$ cat src/rtl/maxmin_sched.sv
// Round-robin scheduler sharing one 8-bit max/min datapath among N_REQ requesters.
// Forwards a granted requester's fixed-length burst and returns the tagged result.
module maxmin_sched #(
  parameter int N_REQ     = 4,
  parameter int ID_W      = 2,
  parameter int BURST_LEN = 15,
  parameter int WAIT_MAX  = 4
) (
  input  logic                 clk,
  input  logic                 rst_n,
  input  logic [N_REQ-1:0]     req,
  input  logic [N_REQ-1:0]     lane_valid,
  input  logic [N_REQ*8-1:0]   lane_num,
  output logic [N_REQ-1:0]     grant,
  output logic                 mm_in_valid,
  output logic [7:0]           mm_in_num,
  input  logic                 mm_out_valid,
  input  logic [7:0]           mm_out_max,
  input  logic [7:0]           mm_out_min,
  output logic                 res_valid,
  output logic [7:0]           res_max,
  output logic [7:0]           res_min,
  output logic [ID_W-1:0]      res_id,
  output logic                 err,
  output logic [ID_W-1:0]      err_id
);

  localparam int CNT_MAX = (BURST_LEN > WAIT_MAX) ? BURST_LEN : WAIT_MAX;
  localparam int CNT_W   = $clog2(CNT_MAX + 1);

  typedef enum logic [1:0] {IDLE, STREAM, WAIT, RESP} state_t;

  state_t            state_reg, state_next;
  logic [N_REQ-1:0]  grant_reg, grant_next;
  logic [ID_W-1:0]   gid_reg, gid_next;
  logic [ID_W-1:0]   ptr_reg, ptr_next;
  logic [CNT_W-1:0]  cnt_reg, cnt_next;
  logic              mm_in_valid_reg, mm_in_valid_next;
  logic [7:0]        mm_in_num_reg, mm_in_num_next;
  logic              res_valid_reg, res_valid_next;
  logic [7:0]        res_max_reg, res_max_next;
  logic [7:0]        res_min_reg, res_min_next;
  logic [ID_W-1:0]   res_id_reg, res_id_next;
  logic              err_reg, err_next;
  logic [ID_W-1:0]   err_id_reg, err_id_next;

  logic [ID_W-1:0]   cand_id [N_REQ];
  logic [7:0]        lane_arr [N_REQ];
  logic [ID_W-1:0]   win;
  logic              any_req;
  logic              sel_valid;
  logic [7:0]        sel_num;
  logic              burst_last;
  logic              wait_expired;

  // cand_id[k] is the requester examined k-th when searching upward from the pointer
  for (genvar gi = 0; gi < N_REQ; gi++) begin : g_lane
    assign cand_id[gi]  = ID_W'((int'(ptr_reg) + gi) % N_REQ);
    assign lane_arr[gi] = lane_num[8*gi +: 8];
  end

  always_comb begin
    any_req = |req;
    win     = ptr_reg;
    for (int k = N_REQ - 1; k >= 0; k--) begin
      if (req[cand_id[k]]) win = cand_id[k];
    end
  end

  assign sel_valid    = lane_valid[gid_reg];
  assign sel_num      = lane_arr[gid_reg];
  assign burst_last   = (cnt_reg == CNT_W'(BURST_LEN - 1));
  assign wait_expired = (cnt_reg == CNT_W'(WAIT_MAX));

  always_ff @(posedge clk) begin
    if (!rst_n) state_reg <= IDLE;
    else        state_reg <= state_next;
  end

  always_comb begin
    state_next = state_reg;
    case (state_reg)
      IDLE:   if (any_req) state_next = STREAM;
      STREAM: if (!sel_valid) state_next = IDLE;
              else if (burst_last) state_next = WAIT;
      WAIT:   if (mm_out_valid) state_next = RESP;
              else if (wait_expired) state_next = IDLE;
      RESP:   state_next = IDLE;
      default: state_next = IDLE;
    endcase
  end

  always_comb begin
    grant_next       = '0;
    gid_next         = gid_reg;
    ptr_next         = ptr_reg;
    cnt_next         = '0;
    mm_in_valid_next = 1'b0;
    mm_in_num_next   = mm_in_num_reg;
    res_valid_next   = 1'b0;
    res_max_next     = res_max_reg;
    res_min_next     = res_min_reg;
    res_id_next      = res_id_reg;
    err_next         = 1'b0;
    err_id_next      = err_id_reg;
    case (state_reg)
      IDLE: begin
        if (any_req) begin
          grant_next = N_REQ'(1) << win;
          gid_next   = win;
          ptr_next   = ID_W'((int'(win) + 1) % N_REQ);
        end
      end
      STREAM: begin
        mm_in_valid_next = sel_valid;
        mm_in_num_next   = sel_num;
        if (!sel_valid) begin
          err_next    = 1'b1;
          err_id_next = gid_reg;
        end else if (!burst_last) begin
          grant_next = grant_reg;
          cnt_next   = cnt_reg + 1'b1;
        end
      end
      WAIT: begin
        // Counter restarts at 0 on entry, so it counts cycles since the last forwarded sample
        cnt_next = cnt_reg + 1'b1;
        if (mm_out_valid) begin
          res_valid_next = 1'b1;
          res_max_next   = mm_out_max;
          res_min_next   = mm_out_min;
          res_id_next    = gid_reg;
        end else if (wait_expired) begin
          err_next    = 1'b1;
          err_id_next = gid_reg;
        end
      end
      default: ;
    endcase
  end

  always_ff @(posedge clk) begin
    if (!rst_n) begin
      grant_reg       <= '0;
      gid_reg         <= '0;
      ptr_reg         <= '0;
      cnt_reg         <= '0;
      mm_in_valid_reg <= 1'b0;
      mm_in_num_reg   <= 8'd0;
      res_valid_reg   <= 1'b0;
      res_max_reg     <= 8'd0;
      res_min_reg     <= 8'd255;
      res_id_reg      <= '0;
      err_reg         <= 1'b0;
      err_id_reg      <= '0;
    end else begin
      grant_reg       <= grant_next;
      gid_reg         <= gid_next;
      ptr_reg         <= ptr_next;
      cnt_reg         <= cnt_next;
      mm_in_valid_reg <= mm_in_valid_next;
      mm_in_num_reg   <= mm_in_num_next;
      res_valid_reg   <= res_valid_next;
      res_max_reg     <= res_max_next;
      res_min_reg     <= res_min_next;
      res_id_reg      <= res_id_next;
      err_reg         <= err_next;
      err_id_reg      <= err_id_next;
    end
  end

  assign grant       = grant_reg;
  assign mm_in_valid = mm_in_valid_reg;
  assign mm_in_num   = mm_in_num_reg;
  assign res_valid   = res_valid_reg;
  assign res_max     = res_max_reg;
  assign res_min     = res_min_reg;
  assign res_id      = res_id_reg;
  assign err         = err_reg;
  assign err_id      = err_id_reg;

endmodule
$ cat config.mk
export PLATFORM = sky130hd
export DESIGN_NAME = maxmin_sched
export DESIGN_NICKNAME = d
export VERILOG_FILES = /design/src/rtl/maxmin_sched.sv
export SDC_FILE = /design/constraint.sdc
export NUM_CORES = 1
export LEC_CHECK = 0
export ABC_AREA = 1
export CAP_MARGIN = 15
export CELL_PAD_IN_SITES_DETAIL_PLACEMENT = 1
export CELL_PAD_IN_SITES_GLOBAL_PLACEMENT = 2
export CORE_AREA = 4 4 137 86
export DETAILED_ROUTE_END_ITERATION = 8
export DIE_AREA = 0 0 141 90
export PLACE_DENSITY_LB_ADDON = 0.2
export SYNTH_ARGS = -nofsm -noshare
export SYNTH_HDL_FRONTEND = slang
export SYNTH_SLANG_ARGS = --single-unit
$ cat constraint.sdc
create_clock -name clk -period 1.9 [get_ports clk]
set_clock_uncertainty 0.2 [all_clocks]
set_input_delay 0.19 -clock clk [delete_from_list [all_inputs] [get_ports clk]]
set_output_delay 0.19 -clock clk [all_outputs]
set_load 0.01 [all_outputs]
==> results.cfg <==
[run_status]
status = finished, final reports clean

[floorplanning]
fp.dieW_um = 141
io_pins = 94
fp.dieArea_um2 = 12690
start_util_pct = 21.76
die_y_um = 90
placementRows = 29
core_um2 = 10450

[synth]
syn-instance-count = 327
yosys.area.top_type = dfxtp_1
synth_area_leaders = dfxtp_1 (40%), nor2_1 (10%), o21ai_0 (9.2%), nand2_1 (8.8%), inv_1 (5.3%)
yosys.cell_types.count = 32
netlist_area_um2 = 2273
yosys_most_used_dff = dfxtp_1
ys_seq_area_share_pct = 39.63
synth-edff-count = 0
yosys_register_bits = 45
syn-num-nets = 392
yosys_warnings = 0
avgSynthCellArea_um2 = 6.952
async_flop_share_pct = 0
netlist.area_leader.share_pct = 39.63

[finish]
layout.cells.most_common_list = clkdlybuf4s50_1 (93), nor2_1 (61), nand2_1 (51)
drive_gt1_share_pct = 14.09
finish.net_count = 497
antennaDiodeCount = 0
fin_area_um2 = 3676
area_delta_synth_final_pct = 61.70
multi_input_area_um2 = 1165
seqCellArea_um2 = 903.4
fill_cells = 1271
layout_commonest_cell = clkdlybuf4s50_1
fin_util_pct = 35.18

[worst_setup_path]
cp.depth = 15
crit_path_start_kind = flop
path_max_fanout = 9
setup.worst_path.end = ptr_reg[1]$_SDFFE_PN0P_
r2r-end = ptr_reg[1]$_SDFFE_PN0P_
reg2reg_slack_ns = 0.16
critical_path.max_stage_delay_ns = 0.33
crit_family = simple AND/OR/NAND/NOR gates
r2r-start = ptr_reg[0]$_SDFFE_PN0P_
worst-path-buf-inv = 2
crit_top_cell = nand2_2
cp.arrival_ns = 1.71
cpMaxStageDelayCell = dfxtp_2
cp-end-kind = flop
crit_start = ptr_reg[0]$_SDFFE_PN0P_
crit_chain = buf_12 > inv_8 > nand2_2 > nand2_1 > nand2_1 > nand2_2 > nand2_2 > nand2_2 > nand2_2 > nand2_2 > nand2_1 > nand2_2 > nand2_1 > nor2_1 > nor2_1
r2r_cells = 15
cp.required_ns = 1.86
path_class = flop to flop

[power]
pwr-share-seq_pct = 26.2
power_frac_comb_pct = 51.5
p_int_uw = 3086
p_per_area_nw_per_um2 = 1375
power_switching_uw = 1969
swShare_pct = 38.94
p_total_uw = 5055
vdd_drop_max_mv = 0.4513
pwr-share-clk_pct = 22.2
power_leakage_uw = 0.001617

[detailed_routing]
routedWlPerCell_um = 14.15
drc_errors = 0
via_count = 2424
wirelength_mm = 8.095
drt-initial-drc-count = 62
vias_per_cell = 4.238
antenna_left = 0
drtPass1Iterations = 4

[clock_network]
path_clk_slew_ns = 0.06
holdBufCountCts = 0
cts-root-buf = clkbuf_16
cts_tree = done
cts_buffer_depth = 2
htreeDepth = 2
cts.sinks = 45
cts-buffers-inserted = 5
cts_setup_buffers = 0
worstSkewPairLatency_ns = 0.29

[grt]
grt_pass1_wl_mm = 13.49
antenna_found_initial = 0
globalRoute.totalOverflow = 0
grt_max_degree = 26
grt_util_all_layers_pct = 13.01
first_global_vias = 2557

[sta]
slew_headroom_pct = 65.64
fmax_ghz = 0.5733
tightest_slew_ns = 0.5149
setup_viol = 0
hold_viol = 0
slew_violations = 0
fin_ws_ns = 0.1556
timing.final.crit_share_pct = 91.81
rsz0062_at_grt = no
post-route-min-period_ns = 1.744

[worst_hold_path]
min_path_type = flop to flop
holdCritStartpoint = err_id[1]$_SDFFE_PN0P_

[job]
cap_violations = 0

[placed_design]
gp_congestion = 0.8204
dpl_cell_area_um2 = 3471
preCtsSetupSlack_ns = -0.09099
dpl.hpwl_mm = 6.276
numPortBuffers = 93
stage by stage:
stage	std cells	TNS [ns]	hold WS, ns
2_1_floorplan	327	0	0.1032
3_3_place_gp	564	-0.02842	0.2354
3_5_place_dp	564	-0.1499	0.2374
4_1_cts	572	0	0.2475
5_1_grt	572	0	0.2646
6_report	572	0	0.2431
worst register-to-register path, cell delays in order, from the launching register on:
cell and delay [ns]:
dfxtp_2 0.33, buf_12 0.14, inv_8 0.07, nand2_2 0.06
nand2_1 0.08, nand2_1 0.07, nand2_2 0.07, nand2_2 0.06
nand2_2 0.08, nand2_2 0.05, nand2_2 0.08, nand2_1 0.08
nand2_2 0.07, nand2_1 0.05, nor2_1 0.08, nor2_1 0.04
cells in the mapped netlist, types with 2 or more instances:
cell,instances
nor2_1,61
nand2_1,53
dfxtp_1,45
o21ai_0,42
inv_1,32
nand3_1,16
nand2_2,12
a21oi_1,11
clkbuf_1,10
o22ai_1,8
ha_1,6
inv_2,5
nand3_2,5
a211oi_1,2
nand4_1,2
final cells by class:
class	count	area share (%)
Clock inverter	3	1.770
Multi-Input combinational cell	229	31.69
Sequential cell	45	24.57
Inverter	38	4.084
Timing Repair Buffer	113	29.75
Clock buffer	5	3.404
Tap cell	139	4.731
power groups by stage:
stage | Sequential, uW | Clock [uW] | Combinational (uW)
floorplan | 1370 | 0 | 1450
global placement | 1340 | 0 | 2580
detailed placement | 1340 | 0 | 2600
CTS | 1330 | 1160 | 2620
global route | 1360 | 1210 | 2920
finish | 1330 | 1120 | 2610
how the worst min path moves through the flow:
| stage | to | slack (ns) | cells after the start |
|---|---|---|---|
| floorplan | res_min[0]$_SDFFE_PN1P_ | 0.10 | 2 |
| global placement | err_id[0]$_SDFFE_PN0P_ | 0.24 | 2 |
| detailed placement | err_id[0]$_SDFFE_PN0P_ | 0.24 | 2 |
| CTS | err_id[1]$_SDFFE_PN0P_ | 0.25 | 2 |
| global route | err_id[1]$_SDFFE_PN0P_ | 0.26 | 2 |
| finish | err_id[1]$_SDFFE_PN0P_ | 0.24 | 2 |
repair_timing:
action | 4_1_cts | 5_1_grt
hold endpoints to repair | 0 | 0
resized for setup | 0 | 8
endpoints found under the setup margin | 0 | 5
logic make-up after synthesis:
kind of cell	count (synthesis)	synth area share, %
compound gates	68	16.35
simple gates	153	30.38
buf+inv	53	9.576
xor+xnor	2	0.7706
fa+ha+maj	6	3.302
flops	45	39.63
metal layers:
metal | global-route usage, % | routed length [um]
met5 | 0 | 0
met2 | 18.47 | 3224
met1 | 19.43 | 4352
met3 | 3.977 | 480
met4 | 2.177 | 38
(Power assumes the default switching activity.)
==> patch 1, RTL diff (config.mk and constraints unchanged) <==
Change the parameter `N_REQ` from 4 to 2.
--- a/src/rtl/maxmin_sched.sv
+++ b/src/rtl/maxmin_sched.sv
@@ -1,7 +1,7 @@
 // Round-robin scheduler sharing one 8-bit max/min datapath among N_REQ requesters.
 // Forwards a granted requester's fixed-length burst and returns the tagged result.
 module maxmin_sched #(
-  parameter int N_REQ     = 4,
+  parameter int N_REQ     = 2,
   parameter int ID_W      = 2,
   parameter int BURST_LEN = 15,
   parameter int WAIT_MAX  = 4
Ports: changed (resized grant, lane_num, lane_valid and req); port bits go from 94 to 72. The function was not compared with the original's and may differ.
==> patch 1 against the unedited design <==
  * Sequential cell count fell by 6
  * Total power shrank 34%
  * Area after synthesis is 26% lower
  * Final area down 26%
  * Global-route usage decreased by 4.0 points
  * Wire length is 32% lower
  * Worst setup slack improved by 0.070 ns
  * Clock power fell by 11%
==> patch 1: results (changes against the unedited design) <==
** Power and ir drop
- Leakage power figure :: 1.15 nW (-29%)
- The worst IR drop on VDD was 342 uV (-24%).
- Switching component of the power :: 1.08 mW (-45%)

** Finish
- Layout cells sized above 1 :: 6.98% (-7.1 points)
- The antenna diode count came to 0 (unchanged).
- Fillers :: 1249 (-1.7%)
- The net count of the finished layout came to 346 (-30%).

** CTS
- Clock latency on the worst-skew pair :: between 0.2 and 0.3 ns
- The clock-pin slew reported for the worst setup and hold paths after clock tree synthesis is 0.06 ns (about the same).
- Clock buffer count from CTS :: 5 (unchanged)
- Level count of the clock H-tree :: 2 (unchanged)
- The cell sitting at the root of the clock tree is a clkbuf_16.
- Quantity of gates resized following cts :: 0 (unchanged)
- CTS max path bufs :: 2 (unchanged)
- The number of buffers added for setup after CTS was 0 (unchanged).

** Global routing
- The wire length of the first global-routing pass is 9.14 mm (-32%).
- The global routing usage summed across all routing layers was 8.97% (-4.0 points).
- The via count of the first global-routing pass came to 1769 (-31%).
- The initial antenna violation count was 0 (unchanged).
- The largest net degree at the start of global routing was 21 (-19%).

** Worst setup path
- Worst path arrival time :: 1.63 ns (-0.08 ns)
- The worst-path maximum fanout was 14 (+5).
- FF-to-FF setup slack :: 0.23 ns (+0.07 ns)

** Worst hold path
- Type of the worst min-delay path :: reg2reg

** Logic synthesis
- The area share of the leading cell type in the synthesized netlist is 46.2% (+6.6 points).
- The fraction of registers with async set/reset was 0% (unchanged).
- Most used flip-flop cell after synthesis :: dfxtp_1
- Synth warn :: 0 (unchanged)
- The sequential cell area fraction in the yosys report is 46.2% (+6.6 points).
- Cell types with the largest area share after synthesis :: dfxtp_1, nand2_1, nor2_1
- Distinct cells, synth :: 24 (-25%)
- The commonest cells after synthesis are nand2_1, dfxtp_1, nor2_1.
- The most common cell in the synthesized netlist is nand2_1.

** Detailed routing
- The number of violations reported at the end of detailed-routing iteration 0 is 37 (-40%).
- The wire length after detailed routing came to 5.50 mm (-32%).
- Length of the first detailed-routing pass in iterations :: 4 (unchanged)
- Number of remaining DRC errors :: 0 (unchanged)
- Vias per cell :: 3.72 (-12%)

** Place
- Gpl congestion :: 0.728 (-11%)
- Half-perimeter wire length of the detailed placement result :: 4.27 mm (-32%)
- The number of I/O port buffers is 69 (-26%).

** Run status
- Result of the run :: completed
patch 1: cell types whose count changed in the layout (fill, tap and decap cells not counted), moves of 4 or more:
| cell | delta |
|---|---|
| a21oi_1 | -6 |
| buf_4 | -12 |
| clkdlybuf4s50_1 | -24 |
| dfxtp_1 | -4 |
| inv_1 | -11 |
| nand2_1 | +5 |
| nand2_2 | -13 |
| nand3_1 | +4 |
| nand3_2 | -5 |
| nor2_1 | -27 |
| o211ai_1 | +9 |
| o21ai_0 | -30 |
| o22ai_1 | -8 |
patch 1: final timing paths:
path         depth (start not counted)         start          to
max                                  7  state_reg[0]  res_min[4]
min                                  1    cnt_reg[0]  cnt_reg[0]
max reg2reg                          7  state_reg[0]  res_min[4]
min reg2reg                          1    cnt_reg[0]  cnt_reg[0]
patch 1: power groups by stage:
stage	Sequential (mW)	Combinational (mW)	Clock [mW]
floorplan	1.20	0.582	0
global placement	1.15	1.23	0
detailed placement	1.15	1.23	0
CTS	1.13	1.24	1.04
global route	1.16	1.36	1.08
finish	1.13	1.21	0.992
patch 1: cell type report:
| type | instances | area (um^2) | area share (%) |
|---|---|---|---|
| flip-flops and latches | 39 | 781 | 28.6 |
| clock buffers | 6 | 139 | 5.09 |
| multi-input cells | 154 | 768 | 28.1 |
| inverters | 24 | 90.1 | 3.30 |
| clock inverters | 2 | 35.0 | 1.28 |
| repair buffers | 76 | 743 | 27.2 |
| well taps | 139 | 174 | 6.37 |
patch 1: cell families after synthesis:
logic type / share of synthesized area [%]
xor+xnor: 1.04
fa+ha+maj: 5.18
simple gates: 29.5
flops: 46.2
other cells: 0.222
compound gates: 9.33
buf+inv: 8.52
patch 1: critical path: stages, from the launching register on:
cell	delay, ns
dfxtp_1	0.36
inv_1	0.09
ha_1	0.25
nand2_1	0.09
clkinv_1	0.17
buf_4	0.25
nand2_1	0.07
nand3_1	0.07
patch 1: metrics by stage:
| step | hold slack [ns] | setup slack, ns | instances | cell area [um^2] |
|---|---|---|---|---|
| final | 0.261 | 0.225 | 440 | 2730 |
| after global routing | 0.289 | 0.0478 | 440 | 2730 |
| after CTS | 0.271 | 0.205 | 440 | 2730 |
| after detailed placement | 0.259 | 0.172 | 432 | 2560 |
| after global placement | 0.248 | 0.215 | 432 | 2560 |
| after floorplan | 0.103 | 0.359 | 228 | 1690 |
patch 1: routing by layer:
metal  GRT usage [%]  part of all wire (%)
met1            13.3                    56
met2            11.8                    38
met3            3.71                   6.3
met4            1.94                  0.64
met5               0                     0
==> patch 2, RTL diff (same flow settings) <==
Made on the original files. Register the output `err_id` once more; this adds one clock of latency there. The other outputs are not delayed to match.
--- a/src/rtl/maxmin_sched.sv
+++ b/src/rtl/maxmin_sched.sv
@@ -177,6 +177,8 @@
   assign res_min     = res_min_reg;
   assign res_id      = res_id_reg;
   assign err         = err_reg;
-  assign err_id      = err_id_reg;
+  always_ff @(posedge clk) begin
+    err_id <= err_id_reg;
+  end
 
 endmodule
Check against the original RTL: not equivalent (a bounded check fails within 4 cycles, from zero or initial values and one cycle with rst_n low).
==> patch 2 against the unedited design <==
  * Total power decreased by 8.0%
  * Sequential cell count up 2
  * Critical path type unchanged
  * Area after synthesis is 0.99% higher
  * Via count is 0.12% higher
  * Hold slack lost 0.084 ns
  * Final area shrank 0.48%
  * Wire length is 4.8% lower
  * Combinational power down 14%
  * Largest power group unchanged
  * Global-route usage shrank 0.60 points
  * Worst setup slack got worse by 0.059 ns
  * Final cell count decreased by 0.35%
  * Highest routed layer unchanged
  * Maximum frequency is 3.3% lower
==> patch 2: results (changes against the unedited design) <==
** Place
- Gpl congestion :: 0.850 (+3.6%)
- Half-perimeter wire length of the detailed placement result :: 6.07 mm (-3.3%)
- The placed instance area came to 0.00348 mm^2 (+0.14%).
- Post-placement worst setup slack :: -0.0468 ns (+0.0442 ns)
- Number of cells after detailed placement :: 562 (-0.35%)
- I/O Buffers :: 93 (unchanged)

** Finish
- N_diodes :: 0 (unchanged)
- The layout cell share with drive strength beyond 1 was 12.3% (-1.8 points).
- The net count of the finished layout was 495 (-0.40%).

** Worst setup path
- Top delay family on crit path :: compound AO/OA/AOI/OAI gates
- Worst path arrival time :: 1.83 ns (+0.12 ns)
- Largest fanout on the critical path :: 4 (-5)
- Total buffers and inverters traversed by the critical path :: 2 (unchanged)
- The maximum single-stage delay on the critical path is 0.38 ns (+0.05 ns).
- Cell with the largest stage delay on the worst path :: a211oi_1

** Run status
- Result of the run :: completed

** Detailed routing
- The via density per instance came to 4.26 (+0.48%).
- Via total after detailed routing :: 2427 (+0.12%)
- The number of violations reported at the end of detailed-routing iteration 0 was 93 (+50%).
- The wire length after detailed routing was 7.70 mm (-4.8%).

** STA
- The pin slew with the least headroom to its limit was 0.482 ns (-0.0332 ns).

** Logic synthesis
- Cell types with the largest area share after synthesis :: dfxtp_1, nor2_1, o21ai_0
- Top-area cell type share of the netlist area :: 41.0% (+1.4 points)
- Most used flip-flop cell after synthesis :: dfxtp_1
- Leading post-synthesis cells by instance count :: nor2_1, nand2_1, dfxtp_1
- Distinct cells, synth :: 31 (-3.1%)
- Net count of the mapped netlist :: 394 (+0.51%)
- The synthesized area per cell was 6.98 um^2 (+0.38%).
- Sequential fraction of the synthesis area :: 41.0% (+1.4 points)

** Power and ir drop
- The internal power of the cells was 2.86 mW (-7.4%).
- Leakage power figure :: 1.58 nW (-2.2%)
- The worst IR drop on VDD was 375 uV (-17%).

** Worst hold path
- Type of the worst min-delay path :: reg2reg

** CTS
- Setup bufs post-CTS :: 0 (unchanged)
- The number of buffers on the longest clock path came to 2 (unchanged).

** Global routing
- The wire length of the first global-routing pass came to 12.9 mm (-4.1%).
- All-Layer GR Usage :: 12.4% (-0.60 points)
- The initial antenna violation count is 0 (unchanged).
- Via count of the first global-routing pass :: 2615 (+2.3%)
- The largest net degree at the start of global routing is 28 (+7.7%).
## patch 2: cell count changes after synthesis, sizes merged
cell,change
a21oi,+2
dfxtp,+2
inv,+1
nand2,-4
nand3b,-2
nand4,+1
nor2,+1
o21ai,+1
## patch 2: worst paths after layout
kind | slack [ns] | cells after the start | endpoint | start
worst max-delay path | 0.1 | 8 | state_reg[1] | cnt_reg[0]
worst min-delay path | 0.16 | 0 | err_id[0] | err_id_reg[0]
worst max register to register | 0.1 | 8 | state_reg[1] | cnt_reg[0]
worst min register to register | 0.16 | 0 | err_id[0] | err_id_reg[0]
## patch 2: cells by family after synthesis
kind of cell	count (synthesis)	synth area share, %
AND/OR/NAND/NOR	149	28.1
adder cells (fa/ha/maj)	6	3.27
AO/OA/AOI/OAI	71	17.1
XOR/XNOR	2	0.763
buffers and inverters	54	9.75
flip-flops	47	41.0
## patch 2: layer usage
| layer | track usage, % | share of wire [%] |
|---|---|---|
| met5 | 0 | 0 |
| met4 | 2.90 | 0.84 |
| met3 | 6.42 | 10 |
| met2 | 17.7 | 40 |
| met1 | 16.5 | 49 |
## patch 2: repair_timing
item	in CTS	in global routing
resized for setup	0	7
setup endpoints to repair	0	9
hold buffers	0	0
## patch 2: area by class of cell
cell class / count / area [um^2]
flip-flops and latches: 47 / 943
inverters: 39 / 154
multi-input cells: 228 / 1140
clock inverters: 3 / 47.5
repair buffers: 109 / 1080
fillers: 1273 / 6790
well taps: 139 / 174
clock buffers: 5 / 125
## patch 2: power groups by stage
stage	logic, mW	clock network [mW]	registers (mW)
3_3_place_gp	2.24	0	1.39
2_1_floorplan	1.22	0	1.43
5_1_grt	2.54	1.11	1.41
6_report	2.25	1.03	1.37
3_5_place_dp	2.26	0	1.40
4_1_cts	2.27	1.06	1.38
